--- src/rtl/sat_narrow_pkg.sv ---
// Fixed-point helpers shared by the narrowing stage: format widths, range limits
// and the rounding-mode encoding.
package fixpt_pkg;

    typedef enum logic {
        RND_HALF_UP = 1'b0,
        RND_TRUNC   = 1'b1
    } rnd_mode_e;

    function automatic int dw_f(input int s, input int i, input int f);
        return s + i + f;
    endfunction

    function automatic int in_w_f(input int s, input int i, input int f,
                                  input int ei, input int ef);
        return s + i + f + ei + ef;
    endfunction

    function automatic logic [63:0] fx_max(input int dw);
        return (64'd1 << (dw - 1)) - 64'd1;
    endfunction

    function automatic logic [63:0] fx_min(input int dw);
        return 64'd1 << (dw - 1);
    endfunction

endpackage

--- src/rtl/sat_narrow_pipe_reg.sv ---
// Valid/ready register slice; holds its contents while the consumer stalls.
module pipe_reg #(
    parameter int W = 8
) (
    input  logic         clk,
    input  logic         rst_n,
    input  logic         in_valid,
    output logic         in_ready,
    input  logic [W-1:0] in_data,
    output logic         out_valid,
    input  logic         out_ready,
    output logic [W-1:0] out_data
);

    assign in_ready = !out_valid || out_ready;

    always_ff @(posedge clk or negedge rst_n) begin
        if (!rst_n) begin
            out_valid <= 1'b0;
            out_data  <= '0;
        end else if (in_ready) begin
            out_valid <= in_valid;
            if (in_valid) out_data <= in_data;
        end
    end

endmodule

--- src/rtl/sat_narrow.sv ---
// Narrows a widened signed fixed-point sum back to the base format:
// round off surplus fraction (stage 1), saturate surplus integer range (stage 2).
module sat_narrow
    import fixpt_pkg::*;
#(
    parameter int        SIGN_BIT = 1,
    parameter int        INT_BIT  = 7,
    parameter int        FLT_BIT  = 0,
    parameter int        EXT_INT  = 1,
    parameter int        EXT_FLT  = 0,
    parameter int        CNT_W    = 16,
    parameter rnd_mode_e RND_MODE = RND_HALF_UP,
    localparam int       DW       = dw_f(SIGN_BIT, INT_BIT, FLT_BIT),
    localparam int       IW       = in_w_f(SIGN_BIT, INT_BIT, FLT_BIT, EXT_INT, EXT_FLT)
) (
    input  logic             clk,
    input  logic             rst_n,
    input  logic [IW-1:0]    din,
    input  logic             din_valid,
    output logic             din_ready,
    output logic [DW-1:0]    dout,
    output logic             dout_valid,
    input  logic             dout_ready,
    output logic             sat_flag,
    output logic [CNT_W-1:0] sat_cnt,
    input  logic             clr
);

    // One guard bit above DW+EXT_INT keeps the rounding carry.
    localparam int          RW    = DW + EXT_INT + 1;
    localparam logic [63:0] MAX64 = fx_max(DW);
    localparam logic [63:0] MIN64 = fx_min(DW);
    localparam logic [DW-1:0] MAXV = MAX64[DW-1:0];
    localparam logic [DW-1:0] MINV = MIN64[DW-1:0];
    localparam logic [IW:0] BIAS =
        (EXT_FLT > 0 && RND_MODE == RND_HALF_UP)
            ? ((IW+1)'(1) << ((EXT_FLT > 0) ? EXT_FLT - 1 : 0)) : '0;

    logic [IW:0]     din_x;
    logic [RW-1:0]   rnd;
    logic            s1_valid, s2_ready;
    logic [RW-1:0]   s1_data;
    logic [EXT_INT:0] upper;
    logic            sat;
    logic [DW-1:0]   narrowed;
    logic            sat_ev;

    assign din_x = {din[IW-1], din};
    assign rnd   = RW'((din_x + BIAS) >> EXT_FLT);

    pipe_reg #(.W(RW)) u_s1 (
        .clk       (clk),
        .rst_n     (rst_n),
        .in_valid  (din_valid),
        .in_ready  (din_ready),
        .in_data   (rnd),
        .out_valid (s1_valid),
        .out_ready (s2_ready),
        .out_data  (s1_data)
    );

    // In range only when the dropped bits all copy the new sign bit.
    assign upper    = s1_data[RW-1:DW-1];
    assign sat      = !((&upper) || !(|upper));
    assign narrowed = sat ? (s1_data[RW-1] ? MINV : MAXV) : s1_data[DW-1:0];
    assign sat_ev   = s1_valid && s2_ready && sat;

    pipe_reg #(.W(DW)) u_s2 (
        .clk       (clk),
        .rst_n     (rst_n),
        .in_valid  (s1_valid),
        .in_ready  (s2_ready),
        .in_data   (narrowed),
        .out_valid (dout_valid),
        .out_ready (dout_ready),
        .out_data  (dout)
    );

    always_ff @(posedge clk or negedge rst_n) begin
        if (!rst_n) begin
            sat_flag <= 1'b0;
            sat_cnt  <= '0;
        end else if (clr) begin
            sat_flag <= 1'b0;
            sat_cnt  <= '0;
        end else if (sat_ev) begin
            sat_flag <= 1'b1;
            if (sat_cnt != '1) sat_cnt <= sat_cnt + CNT_W'(1);
        end
    end

endmodule

--- config.mk ---
export PLATFORM = sky130hd
export DESIGN_NAME = sat_narrow
export DESIGN_NICKNAME = d
export VERILOG_FILES = /design/src/rtl/sat_narrow_pkg.sv /design/src/rtl/sat_narrow_pipe_reg.sv /design/src/rtl/sat_narrow.sv
export SDC_FILE = /design/constraint.sdc
export NUM_CORES = 1
export LEC_CHECK = 0
export BUFFER_PORTS_ARGS = -buffer_cell sky130_fd_sc_hd__clkbuf_2
export CORE_MARGIN = 4
export CORE_UTILIZATION = 49
export CTS_CLUSTER_DIAMETER = 80
export DETAILED_ROUTE_END_ITERATION = 6
export PLACE_DENSITY = 0.73
export SYNTH_ARGS = -nofsm -noshare
export SYNTH_HDL_FRONTEND = slang
export SYNTH_SLANG_ARGS = --single-unit
--- constraint.sdc ---
create_clock -name clk -period 4.2 [get_ports clk]
set_clock_uncertainty 0.2 [all_clocks]
set_input_delay 1.26 -clock clk [delete_from_list [all_inputs] [get_ports clk]]
set_output_delay 1.26 -clock clk [all_outputs]
set_load 0.1 [all_outputs]
==> impl_metrics.env <==
export IMPL_status="finished, final reports clean"
export IMPL_port_buffers=40
export IMPL_syn_to_final_growth_pct=17.0
export IMPL_ir_drop_mv=0.253
export IMPL_netlist_instances=167
export IMPL_drive_above_1_share=0.337
export IMPL_ys_seq_area_frac=0.497
export IMPL_wl_per_cell_um=15.5
export IMPL_min_to="sat_flag"
export IMPL_synth_edf_count=0
export IMPL_finalWeightedCongestion=0.859
export IMPL_period_minus_slack_ns=3.43
export IMPL_whs_path_depth=2
export IMPL_num_rows=21
export IMPL_grt_overflow=0
export IMPL_hp_class="flop to flop"
export IMPL_p_sw_frac=0.429
export IMPL_drt_met1_wl_um=1660
export IMPL_crit_path_start_kind="input port"
export IMPL_diodes=0
export IMPL_cp_required_ns=2.74
export IMPL_path_class="input port to output pin"
export IMPL_via_per_inst=5.78
export IMPL_internal_power_w=0.000585
export IMPL_clkPwrFrac=0.248
export IMPL_yosysMostFrequentCell="dfrtp_1"
export IMPL_regToRegSetupSlack_ns=1.79
export IMPL_drtIter0Drc=64
export IMPL_comb_power_share=0.348
export IMPL_cts_root_buf="clkbuf_8"
export IMPL_num_vias=1468
export IMPL_wl_met2_um=2020
export IMPL_nets=224
export IMPL_first_pass_iters=4
export IMPL_fin_crit_sh=0.817
export IMPL_antenna_found_initial=0
export IMPL_hold_buffers=0
export IMPL_setup_tns_ns=0
export IMPL_cts_tree="done"
export IMPL_final_setup_viol_count=0
export IMPL_p_sw_w=0.000440
export IMPL_synth_seq_cells=36
export IMPL_synth_async_reset_ratio=1.00
export IMPL_ff2ff_path_depth=6
export IMPL_synth_top_area_cell="dfrtp_1"
export IMPL_endpoint_kind="output pin"
export IMPL_die_area_mm2=0.00474
export IMPL_insertion_delay_ns=0.29
export IMPL_rsz0062_at_grt="false"
export IMPL_syn_nets=184
export IMPL_r2r_start="u_s1.out_data[7]"
export IMPL_top_layer="met4"
export IMPL_htree_num_levels=2
export IMPL_tightest_slew_ns=0.902
export IMPL_clk_pin_slew_ns=0.07
export IMPL_grt_use_total=0.184
export IMPL_multi_input_area_um2=862
export IMPL_max_slew_margin_rel=0.399
export IMPL_ys_types=38
export IMPL_dp_hpwl_um=2820
export IMPL_fmax_mhz=292
export IMPL_chipWidth_um=68.8
export IMPL_grt_max_degree=37
export IMPL_finalHoldViolCount=0
export IMPL_cts_sinks=36
export IMPL_maxCapViolations=0
export IMPL_critPathArrivalTime_ns=1.97
export IMPL_cts_post_setup_buffers_inserted=0
export IMPL_dr_wl_met3_um=214
export IMPL_seqCellArea_um2=901
export IMPL_cts_resized=0
export IMPL_syn_avg_cell_area_um2=10.9
export IMPL_netlist_area_leader_share=0.497
export IMPL_route_antenna_remaining_nets=0
export IMPL_pwr_share_seq=0.405
export IMPL_core_mm2=0.00344
export IMPL_synthTopCellsByCount="36 x dfrtp_1, 26 x a21oi_1, 17 x nor2_1"
export IMPL_cts_made_buffers=5
export IMPL_synthFlopType="dfrtp_1"
export IMPL_cp_max_fo=3
export IMPL_io_pins=41
export IMPL_die_y_um=68.8
export IMPL_grt_pass1_vias=1416
export IMPL_drcViolationCount=0
export IMPL_r2r_end="sat_cnt[3]"
export IMPL_fillers=300
export IMPL_clockBufferDepth=2
export IMPL_yosysWarnings=0
export IMPL_drt_total_wl_um=3950
export IMPL_synth_area_leaders="dfrtp_1 50%, mux2_2 8.1%, a21oi_1 7.2%"
export IMPL_p_leak_nw=0.980
export IMPL_hold_path_startpoint="sat_flag"
export IMPL_p_per_area_mw_per_mm2=483
export IMPL_grt_pass1_wl_um=6380
export IMPL_report_final_slew_viol_count=0
export IMPL_whs_ns=0.319
export IMPL_syn_area_mm2=0.00181
export IMPL_start_util=0.527
[cells in the final DEF, fill, tap and decap left out, types with 2 or more instances in the layout]
master    count
a21oi_1      26
and3_1        2
clkbuf_2     40
clkbuf_8      6
dfrtp_1      36
ha_1          3
inv_1         2
mux2_2       13
nand2_1       7
nand2b_1      3
nand3_1       5
nand4_2       2
nor2_1       17
nor2b_1       5
nor4_1        3
o21ai_0       3
o31ai_1       7
or3_1         3
or4_1         7
[metal layers]
metal / track usage / up-vias
met1: 0.220 / 732
li1: - / 694
met3: 0.0454 / 4
met4: 0.0827 / 0
met2: 0.311 / 38
met5: 0 / -
[power groups by stage]
stage               combinational [W]  clock [W]  sequential [W]
finish                       0.000357   0.000254        0.000415
detailed placement           0.000359          0        0.000422
global placement             0.000353          0        0.000419
floorplan                   0.0000957          0        0.000621
global route                 0.000377   0.000278        0.000421
CTS                          0.000360   0.000261        0.000415
[flip-flops by register name, summed over array words and instances, names as in the netlist]
signal          count
sat_cnt            16
u_s1.out_data       9
u_s2.out_data       8
sat_flag            1
u_s1.out_valid      1
u_s2.out_valid      1
[metrics by stage]
stage	util	power [W]	worst slack [ns]	area [um^2]	std cells
after CTS	0.617	0.00104	0.767	2120	254
final	0.617	0.00103	0.770	2120	254
after detailed placement	0.589	0.000781	0.773	2030	246
after floorplan	-	0.000717	0.653	1810	167
after global placement	0.589	0.000771	0.807	2030	246
after global routing	0.617	0.00107	0.735	2120	254
[final cells by class]
type | count | area share
inverters | 2 | 0.00354
repair buffers | 40 | 0.0943
flip-flops and latches | 36 | 0.425
clock inverters | 1 | 0.00354
well taps | 46 | 0.0271
clock buffers | 7 | 0.0407
multi-input cells | 122 | 0.406
[worst max-delay path: stages]
cell,delay (ns)
clkbuf_2,0.09
nand3b_1,0.14
clkbuf_2,0.48
[cell families after synthesis]
logic type      count (synthesis)  share of synthesized area
compound gates                 38                      0.119
flops                          36                      0.497
mux                            14                     0.0890
fa+ha+maj                       3                     0.0207
simple gates                   67                      0.247
buf+inv                         9                     0.0276
[how the worst max path moves through the flow]
stage	startpoint	endpoint	slack, ns	cells after the start
final	dout_ready	din_ready	0.77	3
after global routing	dout_ready	din_ready	0.74	3
after CTS	dout_ready	din_ready	0.77	3
after detailed placement	dout_ready	din_ready	0.77	3
after global placement	dout_ready	din_ready	0.81	3
after floorplan	dout_ready	din_ready	0.65	1
Note: power is estimated with default switching activity, not from simulation.
